[config.mk]
export PLATFORM = sky130hd
export DESIGN_NAME = icache_ctrl
export DESIGN_NICKNAME = d
export VERILOG_FILES = /design/src/rtl/icache_ctrl.sv
export SDC_FILE = /design/constraint.sdc
export NUM_CORES = 2
export LEC_CHECK = 0
export CORE_ASPECT_RATIO = 2
export CORE_MARGIN = 3
export CORE_UTILIZATION = 36
export CTS_BUF_LIST = sky130_fd_sc_hd__clkbuf_8
export DETAILED_ROUTE_END_ITERATION = 10
export PLACE_DENSITY = 0.49
export SLEW_MARGIN = 20
export SYNTH_ARGS = -nofsm -noshare
export SYNTH_HDL_FRONTEND = slang
export SYNTH_SLANG_ARGS = --single-unit
[constraint.sdc]
create_clock -name clk -period 5.2 [get_ports clk]
set_clock_uncertainty 0.2 [all_clocks]
set_input_delay 1.04 -clock clk [delete_from_list [all_inputs] [get_ports clk]]
set_output_delay 1.04 -clock clk [all_outputs]
set_load 0.01 [all_outputs]
[src/rtl/icache_ctrl.sv]
// Direct-mapped, read-only instruction cache controller with a line-refill FSM.
// Lookup takes one cycle after the request; misses refill the whole line in word order 0..LINEWORDS-1.
module icache_ctrl #(
   parameter int LINES     = 16,
   parameter int LINEWORDS = 4
) (
   input  logic        clk,
   input  logic        reset,
   input  logic        instrreq,
   input  logic [31:0] instradr,
   output logic [31:0] instrF,
   output logic        hit,
   output logic        abort,
   input  logic        inval,
   output logic        memreq,
   output logic [31:0] memadr,
   input  logic [31:0] memrdata,
   input  logic        memready
);

   localparam int OFFW = $clog2(LINEWORDS);
   localparam int IDXW = $clog2(LINES);
   localparam int TAGW = 30 - OFFW - IDXW;
   localparam logic [OFFW-1:0] LAST_WORD = OFFW'(LINEWORDS - 1);

   typedef enum logic [1:0] {
      S_IDLE   = 2'd0,
      S_LOOKUP = 2'd1,
      S_REFILL = 2'd2,
      S_DONE   = 2'd3
   } state_t;

   state_t            r_state;
   state_t            w_next;
   logic [29:0]       r_wadr;
   logic [LINES-1:0]  r_valid;
   logic [TAGW-1:0]   r_tag [LINES];
   logic [31:0]       r_data [LINES*LINEWORDS];
   logic [OFFW-1:0]   r_cnt;
   logic              r_inval_pend;
   logic [31:0]       r_instr_hold;

   logic [TAGW-1:0]   w_tag;
   logic [IDXW-1:0]   w_idx;
   logic [OFFW-1:0]   w_off;
   logic              w_match;
   logic [31:0]       w_word;

   // Fields of the latched word address (byte offset bits are never stored).
   assign w_off   = r_wadr[OFFW-1:0];
   assign w_idx   = r_wadr[OFFW +: IDXW];
   assign w_tag   = r_wadr[29 -: TAGW];
   assign w_match = r_valid[w_idx] && (r_tag[w_idx] == w_tag);
   assign w_word  = r_data[{w_idx, w_off}];

   // State register
   always_ff @(posedge clk) begin
      if (reset) begin
         r_state <= S_IDLE;
      end else begin
         r_state <= w_next;
      end
   end

   // Next-state and output decode; instrF shows the held word unless a result is presented
   always_comb begin
      w_next = r_state;
      hit    = 1'b0;
      abort  = 1'b0;
      memreq = 1'b0;
      memadr = 32'd0;
      instrF = r_instr_hold;
      case (r_state)
         S_IDLE: begin
            if (instrreq) begin
               w_next = S_LOOKUP;
            end else begin
               w_next = S_IDLE;
            end
         end
         S_LOOKUP: begin
            if (w_match) begin
               hit    = 1'b1;
               instrF = w_word;
               w_next = S_IDLE;
            end else begin
               abort  = 1'b1;
               w_next = S_REFILL;
            end
         end
         S_REFILL: begin
            abort  = 1'b1;
            memreq = 1'b1;
            memadr = {w_tag, w_idx, r_cnt, 2'b00};
            if (memready && (r_cnt == LAST_WORD)) begin
               w_next = S_DONE;
            end else begin
               w_next = S_REFILL;
            end
         end
         S_DONE: begin
            instrF = w_word;
            w_next = S_IDLE;
         end
         default: begin
            w_next = S_IDLE;
         end
      endcase
   end

   // Control state: address latch, valid bits, refill counter, pending invalidate, held word
   always_ff @(posedge clk) begin
      if (reset) begin
         r_wadr       <= 30'd0;
         r_valid      <= '0;
         r_cnt        <= '0;
         r_inval_pend <= 1'b0;
         r_instr_hold <= 32'd0;
      end else begin
         r_instr_hold <= instrF;
         case (r_state)
            S_IDLE: begin
               if (instrreq) begin
                  r_wadr <= instradr[31:2];
               end
               if (inval) begin
                  r_valid <= '0;
               end
            end
            S_LOOKUP: begin
               // The hit decision above already used the pre-clear valid bits.
               if (inval) begin
                  r_valid <= '0;
               end else if (!w_match) begin
                  r_valid[w_idx] <= 1'b0;
               end
               if (!w_match) begin
                  r_cnt <= '0;
               end
            end
            S_REFILL: begin
               if (inval) begin
                  r_inval_pend <= 1'b1;
               end
               if (memready) begin
                  r_cnt <= r_cnt + 1'b1;
                  if (r_cnt == LAST_WORD) begin
                     r_valid[w_idx] <= 1'b1;
                  end
               end
            end
            S_DONE: begin
               if (inval || r_inval_pend) begin
                  r_valid <= '0;
               end
               r_inval_pend <= 1'b0;
            end
            default: begin
               r_inval_pend <= 1'b0;
            end
         endcase
      end
   end

   // Line storage; tag is committed with the last refill word
   always_ff @(posedge clk) begin
      if (!reset && (r_state == S_REFILL) && memready) begin
         r_data[{w_idx, r_cnt}] <= memrdata;
         if (r_cnt == LAST_WORD) begin
            r_tag[w_idx] <= w_tag;
         end
      end
   end

endmodule

---- Word level (Yosys, flattened, before mapping) ----
Memory sizes are Yosys's and may differ from the RTL's. A register that Yosys moved wholly into a read port is not among the register bits.
Cells that the tools add are included.
word-level totals
  flip-flop bits (word level) ............. 83
  memories kept ........................... 2
  output and inout bits ................... 67
  memory bits (writable) .................. 2432
  input port bits ......................... 69
  logic and storage cells ................. 77
memories
  name    words  width  rd ports  clocked after Yosys merged registers in  write ports  line  RTL
  r_data  64     32     1         1                                        1            38    logic [31:0] r_data [LINES*LINEWORDS];
  r_tag   16     24     1         1                                        1            37    logic [TAGW-1:0] r_tag [LINES];
operators by class
  magnitude comparators ................... 2
  reductions and logical operators ........ 14
  bitwise logic cells ..................... 3
  equal/unequal tests ..................... 12
  add/sub/neg operators ................... 1
  mux-type cells .......................... 37
operators by type and width
  kind                                                                                 count
  16-bit two-way mux                                                                   6
  32-bit two-way mux                                                                   2
  16-bit one-hot mux with 4 select lines                                               1
  32-bit one-hot mux with 2 select lines                                               1
  24-bit equality test                                                                 1
  16-bit AND                                                                           1
  16-bit inverter                                                                      1
  16-bit bitwise OR                                                                    1
  1-bit two-way mux                                                                    14
  6-bit two-way mux                                                                    2
  2-bit inequality test, second input constant                                         6
  4-bit two-way mux                                                                    2
  2-bit one-hot mux with 4 select lines                                                1
  2-bit equality test, second input constant                                           3
  2-bit two-way mux                                                                    3
  1-bit logical AND                                                                    5
  4-bit by 5-bit less-than comparator with 1-bit output, second input constant         1
  5-bit AND reduction                                                                  1
  1-bit binary-select mux with 4-bit select                                            1
  1-bit demux with 4-bit select                                                        1
  4-bit by 1-bit greater-or-equal comparator with 1-bit output, second input constant  1
  1-bit one-hot mux with 2 select lines                                                2
  2-bit one-hot mux with 2 select lines                                                1
  2-bit AND reduction                                                                  2
  other kinds (8)                                                                      9

---- Longest topological paths before layout ----
  depth in word-level cells ............... 9
  depth in mapped cells ................... 16
  mapped depth without buffers ............ 9

---- Worst setup path before layout ----
OpenSTA, ideal clock, no wires.
  kind .................................... input-to-reg
  start ................................... in memready
  end ..................................... mem r_data[56][0] (enable)
  stages .................................. 4
  data arrival time ....................... 4.775 ns
  setup slack ............................. -0.276 ns
  buffers on the path ..................... 1
  setup time .............................. 0.502 ns
  data required time ...................... 4.498 ns
  path through ............................ nand2_1 > or3_1 > clkbuf_1 > nor4_1
between the ends
  word-level cells in the longest chain between the ends .. 3
RTL lines
  element                                  line  RTL
  from (decl)                              18    input logic memready
  1-bit logical AND                        167   if (!reset && (r_state == S_REFILL) && memready) begin
  1-bit two-way mux                        167
  1-bit two-way mux (implied by the code)  168   r_data[{w_idx, r_cnt}] <= memrdata;
  to (decl)                                38
No other way between the ends.

==> results.tsv <==
metric	value	unit
outcome	finished, violations left	
violated checks	setup timing	
TritonCTS clock tree	built	
final setup fails	34	
Mean Syn Cell Area	22.3	um^2
vias in the first global route	51400	
Leakage	35.4	nW
mux contribution to synthesized area	0.176	
CP cell instances	buf_12, buf_12, buf_12, mux4_2, mux4_2, xnor2_1, buf_4, nand2_4, or4_4, o41ai_4, buf_12, buf_12, buf_6, buf_12, o22ai_4, buf_2	
initial antenna violation count	10	
DP Worst Slack	-0.403	ns
synthesized instance count	4377	
full die area	0.278	mm^2
Fillers	23500	
CP dominant cell by count	buf_12	
WP data required	3.96	ns
part of the Yosys area used for sequential elements	0.767	
Worst path max stage delay	0.55	ns
final antenna-violating net count	0	
DRC errors left	0	
WL final	276000	um
GRT Overall Usage	0.198	
flop2flop setup slack	1.19	ns
layout cells sized above 1	0.347	
Post-synth EDFFs	2432	
CTS Buf Count	376	
crit start category	flip-flop	
synthesis-to-finish area growth	16.9	%
Final Hold Vio Count	0	
Core Area	0.269	mm^2
RR Endpoint	r_cnt[0]	
Initial Util	0.363	
grt ovf	0	
CP max FO	8	
fin crit share	1.14	
root buf cell	clkbuf_8	
Die H	742	um
pin count of the biggest net entering global routing	65	
post-layout min period	5.91	ns
cts hold-fix bufs	0	
YS warnings	0	
vias per cell	5.33	
IO buf count	131	
Synth Area in Adders	0.000770	
setup ws final	-0.713	ns
VDD IR max	0.185	mV
worst skew pair latency	1.00	ns
Pwr Total	40.2	mW
Post-Syn Area	0.0975	mm^2
main combinational cell family by area after synthesis	multiplexers	
Final Net Count	5128	
Hold Crit Depth	2	
CP Capture Type	output port	
RSZ-0062 raised after global routing	true	
critical path's slowest cell	or4_4	
Slew Viols, Final	0	
ys async rst share	0	
pwr/cell area	353	mW/mm^2
DRT iter0 DRCs	3546	
Hold Path Class	primary input to flip-flop	
CTS Sinks	2521	
Critical path buffers and inverters	9	
wire per inst	31.1	um
hold endpoint	r_instr_hold[12]	
# IOs	136	
post-synthesis compound-gate area fraction	0.0167	
flops & latches, synth	2521	
Clk pin slew, worst setup/hold paths	0.07	ns
Die Wd	374	um
H-tree lvl count	5	
vias	47300	
first-pass GRT wire length	391000	um
max-cap violations	0	
hold_sp	reset	
clock buffer depth	4	
Top delay family on crit path	buffers and inverters	
R2R depth	14	
Distinct cells, synth	66	
FMAX	169	MHz
RD Place Congestion	0.826	
std cell rows	269	
worst slew pin tran	1.08	ns
Synth Flop Type	edfxtp_1	
DP Wirelength	171000	um
simple-gate share of the synthesized area	0.0231	
Crit path arrival time	4.67	ns
Max-Slew Margin vs Limit	0.281	
XOR/XNOR Fraction of Synth Area	0.00296	
total iterations of the first detailed-routing run	5	
critical path class	flip-flop to output port	
-- how the worst max path moves through the flow --
stage | endpoint | cells after the start
2_1_floorplan | instrF[30] | 12
3_3_place_gp | instrF[30] | 12
3_5_place_dp | instrF[30] | 12
4_1_cts | instrF[7] | 16
5_1_grt | instrF[7] | 17
6_report | instrF[7] | 16
-- stage by stage --
stage                     TNS [ns]   util  cells  cell area, um^2  hold slack, ns
after floorplan                  0      -   4378            97600           0.236
after global placement      -13.07  0.396   8178           107000           0.260
after detailed placement    -11.67  0.397   8179           107000           0.268
after CTS                   -26.65  0.424   8872           114000           0.110
after global routing        -28.49  0.424   8878           114000           0.181
final                       -21.78  0.424   8884           114000           0.257
-- cell families (layout without fill, tap and decap cells) --
| group | after synthesis | after routing |
|---|---|---|
| adders and majority gates | 6 | 6 |
| muxes | 802 | 802 |
| and+or+nand+nor | 495 | 495 |
| xor gates and xnor gates | 33 | 33 |
| buffers and inverters | 293 | 1265 |
| AOI/OAI and AO/OA | 226 | 226 |
| other | 1 | 13 |
| DFF | 2521 | 2521 |
-- power breakdown --
group | switching, mW | internal (mW) | leakage (nW)
sequential | 0.0484 | 22.3 | 22.7
clock | 7.76 | 7.52 | 3.97
combinational | 1.52 | 1.11 | 8.71
total | 9.34 | 30.9 | 35.4
-- synthesized netlist by cell type (4+ instances only) --
cell,number,area [um^2]
o22ai_2,30,375
o311ai_0,11,96.3
mux4_2,732,16500
nand2b_1,8,50.1
nand4_1,4,25.0
mux2_2,23,259
o211ai_1,5,37.5
xor2_1,12,105
o22ai_1,8,50.1
xnor2_1,21,184
or3_1,12,75.1
nand3_1,17,85.1
o21bai_1,11,82.6
a22oi_1,4,30.0
nor3_1,13,65.1
buf_1,25,93.8
buf_6,12,135
ha_1,6,75.1
and2_1,32,200
edfxtp_1,2432,73000
nand2_1,234,878
o21ai_0,14,70.1
buf_2,34,170
a21oi_1,100,500
nor2b_1,39,244
inv_1,39,146
nor2_1,106,398
mux2i_1,47,470
clkbuf_1,171,642
dfxtp_1,89,1780
nor4_1,8,50.1
buf_4,10,75.1
o2bb2ai_1,13,114
-- cell usage in the layout (no fill, tap or decap), types with 13 or more instances in the layout --
cell,Yosys,final
clkinv_2,0,53
a21oi_1,100,99
nor2_1,106,28
buf_2,34,38
mux2_2,23,23
nor2b_1,39,39
mux2i_1,47,39
xnor2_1,21,21
inv_1,39,151
edfxtp_1,2432,2432
buf_12,0,88
nand2_1,234,232
clkinv_1,1,93
o2bb2ai_1,13,13
o22ai_2,30,27
clkdlybuf4s50_1,0,64
dfxtp_1,89,83
buf_4,10,334
mux4_2,732,732
nand3_1,17,16
and2_1,32,32
nor2_4,0,78
clkbuf_8,0,389
-- sequential cells by signal, indices dropped and copies added, names as in the netlist, named ones only --
signal	count
r_tag	384
r_wadr	30
r_inval_pend	1
r_cnt	2
r_data	2048
r_state	1
r_valid	16
r_instr_hold	32
-- per-layer routing --
layer / global-route usage / part of all wire / wire (um)
met4: 0.0644 / 0.032 / 8890
met1: 0.223 / 0.36 / 99200
met5: 0 / 0.00012 / 33
met3: 0.0285 / 0.043 / 12000
met2: 0.382 / 0.57 / 156000
-- layout make-up --
cell class              instances  area (um^2)  share of cell area
repair buffers                549         5410              0.0475
flip-flops and latches       2521        74800               0.656
inverters                      41          156             0.00137
clock buffers                 389         5350              0.0470
diodes                         11         27.5            0.000241
clock inverters               286         1540              0.0135
well taps                    3523         4410              0.0387
multi-input cells            1564        22300               0.195
-- what timing repair did --
action	CTS	global route
endpoints found under the setup margin	34	34
pin swaps	10	2
gates resized for setup	178	8
endpoints found under the hold margin	0	0
gates cloned	2	0
setup buffers	16	1
Power figures use the tool's default switching activity.
